$ cat config.mk
export PLATFORM = sky130hd
export DESIGN_NAME = issue_unit_arbiter_flat
export DESIGN_NICKNAME = d
export VERILOG_FILES = /design/src/rtl/issue_unit_arbiter_if.sv /design/src/rtl/issue_unit_arbiter.sv /design/src/flat_wrapper.sv
export SDC_FILE = /design/constraint.sdc
export NUM_CORES = 1
export LEC_CHECK = 0
export ABC_CLOCK_PERIOD_IN_PS = 4550
export CAP_MARGIN = 20
export CORE_MARGIN = 5
export CORE_UTILIZATION = 40
export CTS_CLUSTER_SIZE = 24
export DETAILED_ROUTE_END_ITERATION = 10
export PLACE_DENSITY = 0.66
export SLEW_MARGIN = 20
export SYNTH_ARGS = -nofsm -noshare
export SYNTH_HDL_FRONTEND = slang
export SYNTH_SLANG_ARGS = --single-unit
$ cat constraint.sdc
create_clock -name clk -period 4.55 [get_ports clk]
set_clock_uncertainty 0.15 [all_clocks]
set_input_delay 0.91 -clock clk [delete_from_list [all_inputs] [get_ports clk]]
set_output_delay 0.91 -clock clk [all_outputs]
set_load 0.1 [all_outputs]
$ cat src/rtl/issue_unit_arbiter_if.sv
// rtl/issue_unit_arbiter_if.sv - issue arbiter handshake bundle (IBuffer/OC/RAU side)
interface issue_unit_arbiter_if #(
   parameter int NUM_WARPS = 8,
   parameter int WID_W     = $clog2(NUM_WARPS)
);
   logic                 Start_IU;
   logic [NUM_WARPS-1:0] WarpMask_IU;
   logic [NUM_WARPS-1:0] Req_IB_IU;
   logic [NUM_WARPS-1:0] Grt_IU_IB;
   logic [NUM_WARPS-1:0] Exit_Req_IB_IU;
   logic [NUM_WARPS-1:0] Exit_Grt_IU_IB;
   logic                 Stall_OC_IU;
   logic                 Valid_IU_OC;
   logic [WID_W-1:0]     WarpID_IU_OC;
   logic                 Exit_Valid_IU_RAU;
   logic [WID_W-1:0]     Exit_WarpID_IU_RAU;
   logic                 Busy_IU;
   logic                 Done_IU;
   logic [15:0]          IssueCnt_IU;

   // arbiter side
   modport slave (
      input  Start_IU, WarpMask_IU, Req_IB_IU, Exit_Req_IB_IU, Stall_OC_IU,
      output Grt_IU_IB, Exit_Grt_IU_IB, Valid_IU_OC, WarpID_IU_OC,
             Exit_Valid_IU_RAU, Exit_WarpID_IU_RAU, Busy_IU, Done_IU, IssueCnt_IU
   );

   // requester / launcher side
   modport master (
      output Start_IU, WarpMask_IU, Req_IB_IU, Exit_Req_IB_IU, Stall_OC_IU,
      input  Grt_IU_IB, Exit_Grt_IU_IB, Valid_IU_OC, WarpID_IU_OC,
             Exit_Valid_IU_RAU, Exit_WarpID_IU_RAU, Busy_IU, Done_IU, IssueCnt_IU
   );
endinterface

$ cat src/rtl/issue_unit_arbiter.sv
// rtl/issue_unit_arbiter.sv - round-robin issue / fixed-priority exit arbiter with warp residency
module issue_unit_arbiter #(
   parameter int NUM_WARPS = 8,
   parameter int WID_W     = $clog2(NUM_WARPS)
) (
   input  logic                   clk,
   input  logic                   rst,
   issue_unit_arbiter_if.slave    bus
);

   logic [NUM_WARPS-1:0] active;
   logic [WID_W-1:0]     ptr;
   logic [15:0]          issue_cnt;
   logic                 valid_q;
   logic [WID_W-1:0]     wid_q;
   logic                 exit_valid_q;
   logic [WID_W-1:0]     exit_wid_q;
   logic                 done_q;

   logic [NUM_WARPS-1:0] exit_elig;
   logic [NUM_WARPS-1:0] exit_grt;
   logic                 exit_hit;
   logic [WID_W-1:0]     exit_id;

   logic [NUM_WARPS-1:0] iss_elig;
   logic [NUM_WARPS-1:0] iss_grt;
   logic                 iss_hit;
   logic [WID_W-1:0]     iss_id;
   logic [WID_W-1:0]     scan_idx;

   logic                 busy;

   assign busy = |active;

   // Exit arbitration: lowest-index resident warp wins, unaffected by OC stall
   always_comb begin
      exit_elig = bus.Exit_Req_IB_IU & active;
      exit_grt  = '0;
      exit_hit  = 1'b0;
      exit_id   = '0;
      for (int i = 0; i < NUM_WARPS; i++) begin
         if (!exit_hit && exit_elig[i]) begin
            exit_hit    = 1'b1;
            exit_grt[i] = 1'b1;
            exit_id     = WID_W'(i);
         end
      end
   end

   // Issue arbitration: scan from ptr with wrap; an exiting warp cannot also issue
   always_comb begin
      iss_elig = bus.Req_IB_IU & active & ~exit_grt;
      if (bus.Stall_OC_IU) begin
         iss_elig = '0;
      end
      iss_grt  = '0;
      iss_hit  = 1'b0;
      iss_id   = '0;
      scan_idx = '0;
      for (int k = 0; k < NUM_WARPS; k++) begin
         scan_idx = ptr + WID_W'(k);
         if (!iss_hit && iss_elig[scan_idx]) begin
            iss_hit           = 1'b1;
            iss_grt[scan_idx] = 1'b1;
            iss_id            = scan_idx;
         end
      end
   end

   // Residency, pointer, counter and registered downstream reports
   always_ff @(posedge clk or negedge rst) begin
      if (!rst) begin
         active       <= '0;
         ptr          <= '0;
         issue_cnt    <= '0;
         valid_q      <= 1'b0;
         wid_q        <= '0;
         exit_valid_q <= 1'b0;
         exit_wid_q   <= '0;
         done_q       <= 1'b0;
      end else begin
         valid_q      <= iss_hit;
         exit_valid_q <= exit_hit;
         if (iss_hit) begin
            wid_q <= iss_id;
         end
         if (exit_hit) begin
            exit_wid_q <= exit_id;
         end
         // last resident warp leaving: the only set bit is the one granted
         done_q <= exit_hit && (active == exit_grt);

         if (bus.Start_IU && !busy) begin
            active    <= bus.WarpMask_IU;
            ptr       <= '0;
            issue_cnt <= '0;
         end else begin
            active <= active & ~exit_grt;
            if (iss_hit) begin
               ptr <= iss_id + WID_W'(1);
               if (issue_cnt != 16'hFFFF) begin
                  issue_cnt <= issue_cnt + 16'd1;
               end
            end
         end
      end
   end

   assign bus.Grt_IU_IB          = iss_grt;
   assign bus.Exit_Grt_IU_IB     = exit_grt;
   assign bus.Valid_IU_OC        = valid_q;
   assign bus.WarpID_IU_OC       = wid_q;
   assign bus.Exit_Valid_IU_RAU  = exit_valid_q;
   assign bus.Exit_WarpID_IU_RAU = exit_wid_q;
   assign bus.Busy_IU            = busy;
   assign bus.Done_IU            = done_q;
   assign bus.IssueCnt_IU        = issue_cnt;

endmodule

$ cat src/flat_wrapper.sv
// flat-port wrapper written by rule: the top's interface ports become plain ports
module issue_unit_arbiter_flat 
#(
   parameter int NUM_WARPS = 8,
   parameter int WID_W     = $clog2(NUM_WARPS)
)
  (clk, rst, bus_Start_IU, bus_WarpMask_IU, bus_Req_IB_IU, bus_Exit_Req_IB_IU, bus_Stall_OC_IU, bus_Grt_IU_IB, bus_Exit_Grt_IU_IB, bus_Valid_IU_OC, bus_WarpID_IU_OC, bus_Exit_Valid_IU_RAU, bus_Exit_WarpID_IU_RAU, bus_Busy_IU, bus_Done_IU, bus_IssueCnt_IU);
  issue_unit_arbiter_if #(.NUM_WARPS(NUM_WARPS), .WID_W(WID_W)) bus_i ();
  input  logic clk;
  input  logic rst;
  input wire logic [$bits(bus_i.Start_IU)-1:0] bus_Start_IU;
  input wire logic [$bits(bus_i.WarpMask_IU)-1:0] bus_WarpMask_IU;
  input wire logic [$bits(bus_i.Req_IB_IU)-1:0] bus_Req_IB_IU;
  input wire logic [$bits(bus_i.Exit_Req_IB_IU)-1:0] bus_Exit_Req_IB_IU;
  input wire logic [$bits(bus_i.Stall_OC_IU)-1:0] bus_Stall_OC_IU;
  output wire logic [$bits(bus_i.Grt_IU_IB)-1:0] bus_Grt_IU_IB;
  output wire logic [$bits(bus_i.Exit_Grt_IU_IB)-1:0] bus_Exit_Grt_IU_IB;
  output wire logic [$bits(bus_i.Valid_IU_OC)-1:0] bus_Valid_IU_OC;
  output wire logic [$bits(bus_i.WarpID_IU_OC)-1:0] bus_WarpID_IU_OC;
  output wire logic [$bits(bus_i.Exit_Valid_IU_RAU)-1:0] bus_Exit_Valid_IU_RAU;
  output wire logic [$bits(bus_i.Exit_WarpID_IU_RAU)-1:0] bus_Exit_WarpID_IU_RAU;
  output wire logic [$bits(bus_i.Busy_IU)-1:0] bus_Busy_IU;
  output wire logic [$bits(bus_i.Done_IU)-1:0] bus_Done_IU;
  output wire logic [$bits(bus_i.IssueCnt_IU)-1:0] bus_IssueCnt_IU;
  assign bus_i.Start_IU = bus_Start_IU;
  assign bus_i.WarpMask_IU = bus_WarpMask_IU;
  assign bus_i.Req_IB_IU = bus_Req_IB_IU;
  assign bus_i.Exit_Req_IB_IU = bus_Exit_Req_IB_IU;
  assign bus_i.Stall_OC_IU = bus_Stall_OC_IU;
  assign bus_Grt_IU_IB = bus_i.Grt_IU_IB;
  assign bus_Exit_Grt_IU_IB = bus_i.Exit_Grt_IU_IB;
  assign bus_Valid_IU_OC = bus_i.Valid_IU_OC;
  assign bus_WarpID_IU_OC = bus_i.WarpID_IU_OC;
  assign bus_Exit_Valid_IU_RAU = bus_i.Exit_Valid_IU_RAU;
  assign bus_Exit_WarpID_IU_RAU = bus_i.Exit_WarpID_IU_RAU;
  assign bus_Busy_IU = bus_i.Busy_IU;
  assign bus_Done_IU = bus_i.Done_IU;
  assign bus_IssueCnt_IU = bus_i.IssueCnt_IU;
  issue_unit_arbiter #(.NUM_WARPS(NUM_WARPS), .WID_W(WID_W)) u_core (.clk(clk), .rst(rst), .bus(bus_i));
endmodule
Yosys cells after proc, flatten, opt, wreduce, memory -nomap -nowiden
Index checks and enable logic that the tools add are counted.
- $add $sub $neg: 9
- $lt $le $gt $ge: 16
- eq/ne operators: 2
- mux-type cells: 85
- bitwise operators: 12
- reductions and logical operators: 43
- operators by type and width (kind ; count):
    $mux 8 ; 10
    $or 8x8->8 ; 7
    $mux 16 ; 3
    $mux 3 ; 14
    $mux 1 ; 40
    $and 8x8->8 ; 4
    $lt 3x4->1 const B ; 8
    $bmux 1 s3 ; 8
    $demux 1 s3 ; 8
    $ge 3x1->1 const B ; 8
    $logic_and 1x1->1 ; 24
    $add 16x1->16 const B ; 1
    $ne 16x16->1 const B ; 1
    $logic_not 1->1 ; 15
    $add 3x3->3 const B ; 4
    $eq 8x8->1 ; 1
    $not 8->8 ; 1
    $reduce_or 8->1 ; 1
    $add 3x1->3 const B ; 2
    $add 3x2->3 const B ; 2
    $mux 2 ; 2
    $reduce_bool 2->1 ; 2
    $reduce_and 2->1 ; 1
- register bits after elaboration: 36
- bits of input ports: 28
- output and inout port bits: 42
- word-level logic and storage cells: 175

Logic depth before layout (Yosys ltp)
- depth after elaboration: 53
- gate-level depth with buffers: 17
- mapped depth without buffers: 15

Least setup slack after synthesis
OpenSTA, ideal clock, no wires.
- path kind: input-to-output
- from: input port bus_Exit_Req_IB_IU[0]
- to: output port bus_Grt_IU_IB[6]
- arrival: 5.148 ns
- data required time: 3.490 ns
- path slack: -1.658 ns
- stages on the path: 13
- cells stage by stage: a222oi_1 > buf_4 > nand4_2 > inv_2 > o32ai_2 > o2bb2ai_1 > or2_1 > buf_2 > or4_1 > nor2_1 > a21oi_1 > mux2_2 > mux2i_1
- RTL lines (what ; RTL line ; source):
    start: declaration ; flat_wrapper.sv:14 ; input wire logic [$bits(bus_i.Exit_Req_IB_IU)-1:0] bus_Exit_Req_IB_IU;
    $and 8x8->8 (*) ; issue_unit_arbiter.sv:37 ; exit_elig = bus.Exit_Req_IB_IU & active;
    $mux 1 (*) ; issue_unit_arbiter.sv:42 ; if (!exit_hit && exit_elig[i]) begin
    $logic_not 1->1 ; issue_unit_arbiter.sv:42 ;
    $logic_and 1x1->1 ; issue_unit_arbiter.sv:42 ;
    $mux 1 (*) ; issue_unit_arbiter.sv:42 ;
    $logic_not 1->1 ; issue_unit_arbiter.sv:42 ;
    $logic_and 1x1->1 ; issue_unit_arbiter.sv:42 ;
    $mux 1 (*) ; issue_unit_arbiter.sv:42 ;
    (+9 left out) ; -- ;
    named net bus_Exit_Grt_IU_IB[5] ; flat_wrapper.sv:17 ; output wire logic [$bits(bus_i.Exit_Grt_IU_IB)-1:0] bus_Exit_Grt_IU_IB;
    (+19 left out) ; -- ;
    $logic_and 1x1->1 ; issue_unit_arbiter.sv:62 ; if (!iss_hit && iss_elig[scan_idx]) begin
    $mux 1 ; issue_unit_arbiter.sv:62 ;
    $logic_not 1->1 ; issue_unit_arbiter.sv:62 ;
    $logic_and 1x1->1 ; issue_unit_arbiter.sv:62 ;
    $mux 1 ; issue_unit_arbiter.sv:62 ;
    $logic_not 1->1 ; issue_unit_arbiter.sv:62 ;
    $logic_and 1x1->1 ; issue_unit_arbiter.sv:62 ;
    $mux 8 (*) ; issue_unit_arbiter.sv:62 ;
    end: declaration ; flat_wrapper.sv:16 ; output wire logic [$bits(bus_i.Grt_IU_IB)-1:0] bus_Grt_IU_IB;
The timed path passes the listed nets; every way through them passes the cells marked *. The select of a mux whose other input is x is not followed.

Worst setup path after layout
- from: input port bus_Exit_Req_IB_IU[0]
- to: output port bus_Grt_IU_IB[7]
- cells in the longest elaborated chain, start to end: 50
- RTL lines (what ; RTL line):
    $and 8x8->8 (*) ; issue_unit_arbiter.sv:37
    $mux 1 (*) ; issue_unit_arbiter.sv:42
    $logic_not 1->1 ; issue_unit_arbiter.sv:42
    $logic_and 1x1->1 ; issue_unit_arbiter.sv:42
    $mux 1 ; issue_unit_arbiter.sv:42
    $logic_not 1->1 ; issue_unit_arbiter.sv:42
    $logic_and 1x1->1 ; issue_unit_arbiter.sv:42
    $mux 1 ; issue_unit_arbiter.sv:42
    (+34 left out) ; --
    $logic_and 1x1->1 ; issue_unit_arbiter.sv:62
    $mux 1 ; issue_unit_arbiter.sv:62
    $logic_not 1->1 ; issue_unit_arbiter.sv:62
    $logic_and 1x1->1 ; issue_unit_arbiter.sv:62
    $mux 1 ; issue_unit_arbiter.sv:62
    $logic_not 1->1 ; issue_unit_arbiter.sv:62
    $logic_and 1x1->1 ; issue_unit_arbiter.sv:62
    $mux 8 (*) ; issue_unit_arbiter.sv:62
Every way passes the cells marked *; elsewhere a longest branch is shown, timed or not. The select of a mux whose other input is x is not followed.

==> summary.md <==
| Metric | Value |
|---|---|
| Status | finished, violations left |
| Failing checks | negative setup slack |
| Post-synthesis average cell area | 8.06 µm² |
| Cts bufs inserted | 5 |
| Area fraction in compound gates after synthesis | 22.7% |
| Seq/Total Area, Yosys | 29.0% |
| Layout Cells excl Fill | 643 |
| Routability congestion estimate | 0.910 |
| Vias in the first global route | 3528 |
| Mapped Cells | 386 |
| Filler instances | 614 |
| Multiplexer area fraction after synthesis | 4.47% |
| Hold Slack | 347 ps |
| Wire per inst | 17.6 µm |
| CTS tree | yes |
| Initial cell density of the core | 40.7% |
| Input/output buffers | 69 |
| YS warnings | 0 |
| Hold/Removal Path Class | flip-flop to flip-flop |
| Top cell by count, worst path | buf_6 |
| First-pass GRT wire length | 16900 µm |
| Synth Area in Simple Gates | 28.7% |
| Fmax | 0.202 GHz |
| Most common library cell in the layout ignoring fill and taps | buf_4 |
| Worst-path clk slew | 70 ps |
| Post-synth EDFFs | 0 |
| Post-synth top area share | 29.0% |
| Unique cell type count in the Yosys netlist | 70 |
| Hold Vio Cnt, Final | 0 |
| Area contributors post-synth | dfrtp_1, nand2_1, ha_1 |
| Die height | 98.2 µm |
| Min setup slack post-route | -405 ps |
| Slew margin rel. | 33.9% |
| Critical Path Fanout Max | 5 |
| Post-synthesis cell area | 3110 µm² |
| Nets@finish | 583 |
| Hold-fix buffers at CTS | 0 |
| Synth Area in Adders | 6.04% |
| MaxCap Viol Count | 0 |
| Least-Margin Pin Slew | 988 ps |
| CP endpoint kind | output pin |
| Vias | 3737 |
| Register area | 902 µm² |
| CP Cell Sequence | buf_6 > a222oi_1 > buf_4 > nand4_4 > inv_8 > o32a_4 > buf_6 > a21oi_4 > a22o_1 > or4_4 > nor2_4 > a21oi_2 > mux2_4 > mux2i_4 > buf_12 |
| Worst EP required | 3490 ps |
| Die area | 9640 µm² |
| Unrepaired setup endpoints after global routing | true |
| Critical Path AT | 3900 ps |
| Startpoint Class | primary input |
| H-tree Lvls | 2 |
| Drt drc | 0 |
| Die W | 98.2 µm |
| Share of cells above drive strength 1 | 32.9% |
| Clock latency on the worst-skew pair | 290 ps |
| Root buffer cell | clkbuf_8 |
| Initial antenna violation count | 0 |
| ANT nets after route | 0 |
| Routed wire length | 11300 µm |
| Area of the core | 7650 µm² |
| Final setup fails | 8 |
| Row count | 32 |
| Vias per cell | 5.81 |
| Clk buf depth | 2 |
| Io pins | 70 |
| Placed cells | 615 |
| Tcrit/Tclk final | 109% |
| Drt initial violations | 219 |
| Minimum clock period | 4960 ps |
| Worst path max stage delay | 550 ps |
| Xor/xnor share of the synthesized area | 4.51% |
| Largest family of logic cells by synthesized area | simple AND/OR/NAND/NOR gates |
| Crit path kind | primary input to output pin |
| Final Core Density | 67.2% |
| Asr flop ratio synth | 100% |
| Top cell type by total area after synthesis | dfrtp_1 |
| Largest net degree at the start of global routing | 37 |
| Area Growth Syn to Fin | 65.3% |
| Prevailing post-synth register cell | dfrtp_1 |
| Post-route cell area | 5140 µm² |
| Diode count | 0 |
| DP HPWL | 7980 µm |
| Total grt overflow | 0 |
| Final Max Slew Viols | 0 |
| Worst path slowest cell | or4_4 |
| FF+latch count, synth | 36 |
| First-pass DRT Iterations | 5 |
| Multi-input logic area | 2390 µm² |
| Most frequent cells in the layout | buf_4, nand2_1, clkdlybuf4s50_1 |
| GRT Resource Usage Total | 21.1% |
| Placed Area | 4620 µm² |
| Syn nets | 429 |
| CTS Sinks | 36 |
critical path, delay by kind of cell:
family / cells / cell delay (ps)
compound gates: 5 / 910
simple gates: 3 / 810
buf+inv: 5 / 750
mux: 2 / 500
cell usage after synthesis (4+ instances only):
library cell  instances
nand2_1              64
nor2_1               42
dfrtp_1              36
inv_1                19
nand3_1              18
nor3_1               17
ha_1                 15
xnor2_1              14
a21oi_1              12
o21ai_0              10
clkbuf_1              8
a211oi_1              7
and3_1                7
mux2_2                7
nand4_1               7
mux2i_1               6
nor4_1                5
a222oi_1              4
a22o_1                4
a311oi_1              4
and2_1                4
nand3b_1              4
layout make-up:
class / count / share of cell area [%]
flip-flops and latches: 36 / 17.6
clock inverters: 2 / 0.682
inverters: 21 / 1.68
clock buffers: 6 / 1.41
well taps: 102 / 2.48
repair buffers: 161 / 29.6
multi-input cells: 315 / 46.6
sequential cells by signal, indices dropped and copies added (netlist names):
register,count
u_core.bus.WarpID_IU_OC,3
u_core.bus.Exit_WarpID_IU_RAU,3
u_core.active,8
u_core.bus.IssueCnt_IU,16
u_core.bus.Valid_IU_OC,1
u_core.bus.Done_IU,1
u_core.ptr,3
u_core.bus.Exit_Valid_IU_RAU,1
path summary, 6_finish.rpt:
kind                                            startpoint                    endpoint  slack [ps]  depth (start not counted)
worst max register to register            u_core.active[0]               u_core.ptr[2]         390                         20
worst min register to register  u_core.bus.WarpID_IU_OC[0]  u_core.bus.WarpID_IU_OC[0]         350                          1
max in group asynchronous                              rst               u_core.ptr[0]        3170                          1
min in group asynchronous                              rst            u_core.active[4]         540                          1
worst min-delay path            u_core.bus.WarpID_IU_OC[0]  u_core.bus.WarpID_IU_OC[0]         350                          1
worst max-delay path                 bus_Exit_Req_IB_IU[0]            bus_Grt_IU_IB[7]        -410                         15
stage by stage:
step | worst slack [ps] | TNS (ps)
5_1_grt | -529 | -3880
4_1_cts | -322 | -2070
6_report | -405 | -2830
2_1_floorplan | -525 | -2130
3_5_place_dp | -711 | -5770
3_3_place_gp | -695 | -5220
per-layer routing:
metal	up-vias	track usage, %	wire length [µm]
met5	-	0	0
met4	0	5.88	261
met3	31	3.29	860
met2	175	36.0	5620
met1	1794	27.8	4580
li1	1737	-	-
logic make-up after synthesis:
kind of cell               Yosys count
buffers and inverters               35
adders and majority gates           15
AOI/OAI and AO/OA                   86
DFF                                 36
xor gates and xnor gates            16
and+or+nand+nor                    185
muxes                               13
timing repair:
item	in CTS	in global routing
pin swaps	20	24
cloned	1	0
endpoints found under the setup margin	8	9
gates resized for setup	42	28
setup buffers	11	10
hold endpoints to repair	0	0
Power is not shown: default switching activity piles up to over one toggle a cycle in this logic, so the estimate is an artifact.
==> RTL change 1, RTL diff (same settings) <==
`NUM_WARPS` is set to 8 in 3 places; all go to 16.
--- a/src/rtl/issue_unit_arbiter_if.sv
+++ b/src/rtl/issue_unit_arbiter_if.sv
@@ -2,3 +2,3 @@
 interface issue_unit_arbiter_if #(
-   parameter int NUM_WARPS = 8,
+   parameter int NUM_WARPS = 16,
    parameter int WID_W     = $clog2(NUM_WARPS)
--- a/src/rtl/issue_unit_arbiter.sv
+++ b/src/rtl/issue_unit_arbiter.sv
@@ -2,3 +2,3 @@
 module issue_unit_arbiter #(
-   parameter int NUM_WARPS = 8,
+   parameter int NUM_WARPS = 16,
    parameter int WID_W     = $clog2(NUM_WARPS)
--- a/src/flat_wrapper.sv
+++ b/src/flat_wrapper.sv
@@ -3,3 +3,3 @@
 #(
-   parameter int NUM_WARPS = 8,
+   parameter int NUM_WARPS = 16,
    parameter int WID_W     = $clog2(NUM_WARPS)
Interface: changed (7 resized); port bits go from 70 to 112. The function was not compared with the original's and may differ.
==> RTL change 1 against the unedited design <==
  * The run still ends with setup timing left
  * Maximum frequency down 17%
  * Critical path depth up 3
  * Area after synthesis up 130%
  * Die area up 110%
  * Synthesized cell count rose to 2.6 times the old value
  * Wire length rose to 3.4 times the old value
  * Final area rose to 2.6 times the old value
  * Core utilization up 8.5 points
  * Worst setup slack worse by 1.0 ns
  * Cell count rose to 2.6 times the old value
  * First-iteration DRC count rose to 6.2 times the old value
  * Sequential cell count up 11
  * Largest cell class unchanged
Power is left out: the tool's default activity adds up to more than one toggle a clock period on the data nets, which glitch-free logic cannot reach.
==> RTL change 1: results <==
export IMPL_status="finished, violations left"
export IMPL_violations="setup timing"
export IMPL_clk_pin_slew_ns=0.07
export IMPL_min_path_type="reg -> reg"
export IMPL_drt_first_pass_iters=6
export IMPL_crit_family="compound AO/OA/AOI/OAI gates"
export IMPL_wirelength_um=38900
export IMPL_placedCellCount=1599
export IMPL_regToRegEndpoint="u_core.bus.WarpID_IU_OC[1]"
export IMPL_drive_gt1_frac=0.451
export IMPL_hold_buffers=0
export IMPL_cp_max_fo=8
export IMPL_fin_nets=1528
export IMPL_synth_cell_types=93
export IMPL_ys_async_sr_fraction=1.00
export IMPL_fin_ws_ns=-1.43
export IMPL_dpl_hpwl_um=29000
export IMPL_portBuffers=111
export IMPL_holdPathStages=1
export IMPL_antenna_found_initial=0
export IMPL_grt_pass1_vias=10300
export IMPL_synth_flop_cell="dfrtp_1"
export IMPL_dr_first_iter_drc_count=1366
export IMPL_netlist_top_cells_count="nand2_1 (160), nor2_1 (85), nand3_1 (66)"
export IMPL_yosysWarnings=0
export IMPL_grt_pass1_wl_um=58800
export IMPL_clockRootBuffer="clkbuf_16"
export IMPL_crit_slowest_cell="or4_4"
export IMPL_fin_cells=1672
export IMPL_arrival_ns=4.92
export IMPL_r2r_cells=20
export IMPL_rr_startpoint="u_core.active[0]"
export IMPL_slowest_delay_ns=0.53
export IMPL_ff2ff_setup_slack_ns=-0.41
export IMPL_cts_buffer_depth=2
export IMPL_synth_area_leaders="dfrtp_1 (17%), nand2_1 (8.4%), ha_1 (5.3%), nand3_1 (4.6%), nor2_1 (4.5%)"
export IMPL_htreeDepth=2
export IMPL_syn_nets=1088
export IMPL_whs_endpoint="u_core.bus.WarpID_IU_OC[0]"
export IMPL_n_fill_cell=1268
export IMPL_finalHoldViolations=0
export IMPL_num_antenna_cells=0
export IMPL_grt_max_degree=48
export IMPL_vias=10800
export IMPL_synth_area_per_cell_um2=7.07
export IMPL_gp_congestion=1.03
export IMPL_worstSkewPairLatency_ns=0.29
export IMPL_grtUsageTotal=0.362
export IMPL_worst_slew_pin_slew_ns=1.02
export IMPL_seq_area_frac_synth=0.165
export IMPL_min_from="u_core.bus.WarpID_IU_OC[0]"
export IMPL_setup_violations=39
export IMPL_cts_buffers=5
==> RTL change 1: metal layers <==
layer	track usage	up-vias	part of all wire
li1	-	4793	-
met1	0.510	5030	0.41
met2	0.547	799	0.43
met3	0.0912	171	0.12
met4	0.113	0	0.042
met5	0	-	0
==> RTL change 1: cell type report <==
cell class,instances,share of cell area
repair buffers,498,0.344
well taps,225,0.0214
inverters,31,0.00886
flip-flops and latches,47,0.0895
clock buffers,5,0.00952
multi-input cells,863,0.524
clock inverters,3,0.00333
==> RTL change 1: cells by family after synthesis <==
logic type	synth area share
flip-flops	0.165
buffers and inverters	0.0540
multiplexers	0.0245
adder cells (fa/ha/maj)	0.0528
AO/OA/AOI/OAI	0.317
AND/OR/NAND/NOR	0.350
XOR/XNOR	0.0370
==> RTL change 1: how the worst max path moves through the flow <==
stage | startpoint | to | slack, ns
after global placement | bus_Exit_Req_IB_IU[3] | bus_Grt_IU_IB[1] | -1.86
after floorplan | bus_Exit_Req_IB_IU[3] | bus_Grt_IU_IB[14] | -2.23
after global routing | bus_Exit_Req_IB_IU[0] | bus_Grt_IU_IB[1] | -1.47
final | bus_Exit_Req_IB_IU[0] | bus_Grt_IU_IB[7] | -1.43
after detailed placement | bus_Exit_Req_IB_IU[0] | bus_Grt_IU_IB[14] | -1.84
after CTS | bus_Exit_Req_IB_IU[0] | bus_Grt_IU_IB[1] | -1.26
==> RTL change 1: what timing repair did <==
action | 4_1_cts | 5_1_grt
setup endpoints to repair | 41 | 40
gates resized for setup | 173 | 107
hold endpoints to repair | 0 | 0
pin swaps | 65 | 66
gates cloned | 3 | 1
buffers inserted | 42 | 23
==> RTL change 1: through the flow <==
step / util / area (µm²) / TNS [ns] / hold slack (ns) / worst slack [ns]
finish: 0.757 / 13100 / -30.30 / 0.334 / -1.43
global route: 0.757 / 13100 / -33.75 / 0.360 / -1.47
CTS: 0.719 / 12500 / -25.05 / 0.335 / -1.26
detailed placement: 0.651 / 11300 / -50.04 / 0.315 / -1.84
global placement: 0.651 / 11300 / -49.57 / 0.311 / -1.86
floorplan: - / 7470 / -32.42 / 0.415 / -2.23
==> RTL change 2, RTL diff (same flow settings) <==
Made on the original files. Make the reset (`rst`) synchronous in one clocked block.
--- a/src/rtl/issue_unit_arbiter.sv
+++ b/src/rtl/issue_unit_arbiter.sv
@@ -70,3 +70,3 @@
    // Residency, pointer, counter and registered downstream reports
-   always_ff @(posedge clk or negedge rst) begin
+   always_ff @(posedge clk) begin
       if (!rst) begin
Function: differs if rst is asserted again (counterexample within 4 cycles, from zero or initial values and one cycle with rst low); with rst held inactive, the same outputs for 4 cycles.
==> RTL change 2 against the unedited design <==
  * The flow still finishes with violations (setup timing)
  * Wire length up 5.4%
  * Register-to-register slack worse by 0.04 ns
  * Non-clock buffer count up 14
  * Worst setup slack better by 0.14 ns
  * Final area up 5.1%
  * Core utilization down 1.1 points
  * Worst hold slack worse by 0.043 ns
  * Maximum frequency up 2.9%
  * Sequential cell count unchanged
  * Area after synthesis up 7.6%
  * Largest cell class unchanged
==> RTL change 2: results <==
export IMPL_use_met1=0.313
export IMPL_status="finished, violations left"
export IMPL_register_area_um2=722
export IMPL_violations="setup timing"
export IMPL_synth_xor_area_frac=0.0419
export IMPL_dr_first_iter_drc_count=240
export IMPL_ff2ff_setup_slack_ns=0.35
export IMPL_syn_nets=472
export IMPL_multiInputGateArea_um2=2770
export IMPL_n_all_inverters=19
export IMPL_seq_area_frac_synth=0.215
export IMPL_n_clock_buffer=7
export IMPL_drt_first_pass_iters=4
export IMPL_grt_pass1_wl_um=18900
export IMPL_startpoint="bus_Stall_OC_IU"
export IMPL_min_from="u_core.bus.Exit_WarpID_IU_RAU[2]"
export IMPL_crit_family="buffers and inverters"
export IMPL_use_met2=0.369
export IMPL_r2r_cells=16
export IMPL_synth_compound_area_share=0.287
export IMPL_whs_endpoint="u_core.bus.Exit_WarpID_IU_RAU[2]"
export IMPL_n_fill_cell=687
export IMPL_area_share_nonclk_buffers=0.293
export IMPL_relSlewSlack=0.335
export IMPL_crit_slowest_cell="mux4_2"
export IMPL_fin_nets=634
export IMPL_setup_violations=8
export IMPL_yosys_area_share_adder=0.0561
export IMPL_grt_max_degree=19
export IMPL_arrival_ns=3.76
export IMPL_place_ws_ns=-0.647
export IMPL_netlist_top_cells_count="nand2_1 (53), nor2_1 (43), dfxtp_1 (36)"
export IMPL_post_cts_buffers=24
export IMPL_fin_ws_ns=-0.265
export IMPL_crit_path_end="bus_Grt_IU_IB[1]"
export IMPL_grtUsageMet3=0.0324
export IMPL_nFlopsAndLatches=36
export IMPL_clk_share=0.0234
export IMPL_ys_async_sr_fraction=0
export IMPL_grtUsageTotal=0.226
export IMPL_finalSetupTns_ns=-1.63
export IMPL_gp_congestion=0.931
export IMPL_regToRegEndpoint="u_core.ptr[2]"
export IMPL_synth_area_leaders="dfxtp_1 (22%), nand2_1 (5.9%), ha_1 (5.6%), nor2_1 (4.8%), mux2i_1 (4.5%)"
export IMPL_wire_per_inst_um=17.1
==> RTL change 2: cell count changes after synthesis, sizes merged, moves of 9 or more <==
| cell | unedited run | this run |
|---|---|---|
| dfrtp | 36 | 0 |
| dfxtp | 0 | 36 |
| mux2i | 6 | 15 |
| nand2 | 64 | 53 |
| nand3 | 18 | 7 |
| nor3 | 18 | 7 |
==> RTL change 2: worst min-delay path, stage by stage, from the launching register on <==
cell,delay [ns]
dfxtp_1,0.31
nand2_1,0.05
a21oi_1,0.05
==> RTL change 2: metrics by stage <==
step / instances / area [µm²] / utilization / hold slack, ns
floorplan: 429 / 3490 / - / 0.433
global placement: 664 / 4900 / 0.600 / 0.292
detailed placement: 664 / 4900 / 0.600 / 0.301
CTS: 696 / 5330 / 0.652 / 0.308
global route: 697 / 5400 / 0.661 / 0.333
finish: 697 / 5400 / 0.661 / 0.304
==> RTL change 2: metal layers <==
layer  routed length, µm  share of wire
met1                5320           0.45
met2                5580           0.47
met3                 814          0.068
met4                 207          0.017
met5                   0              0
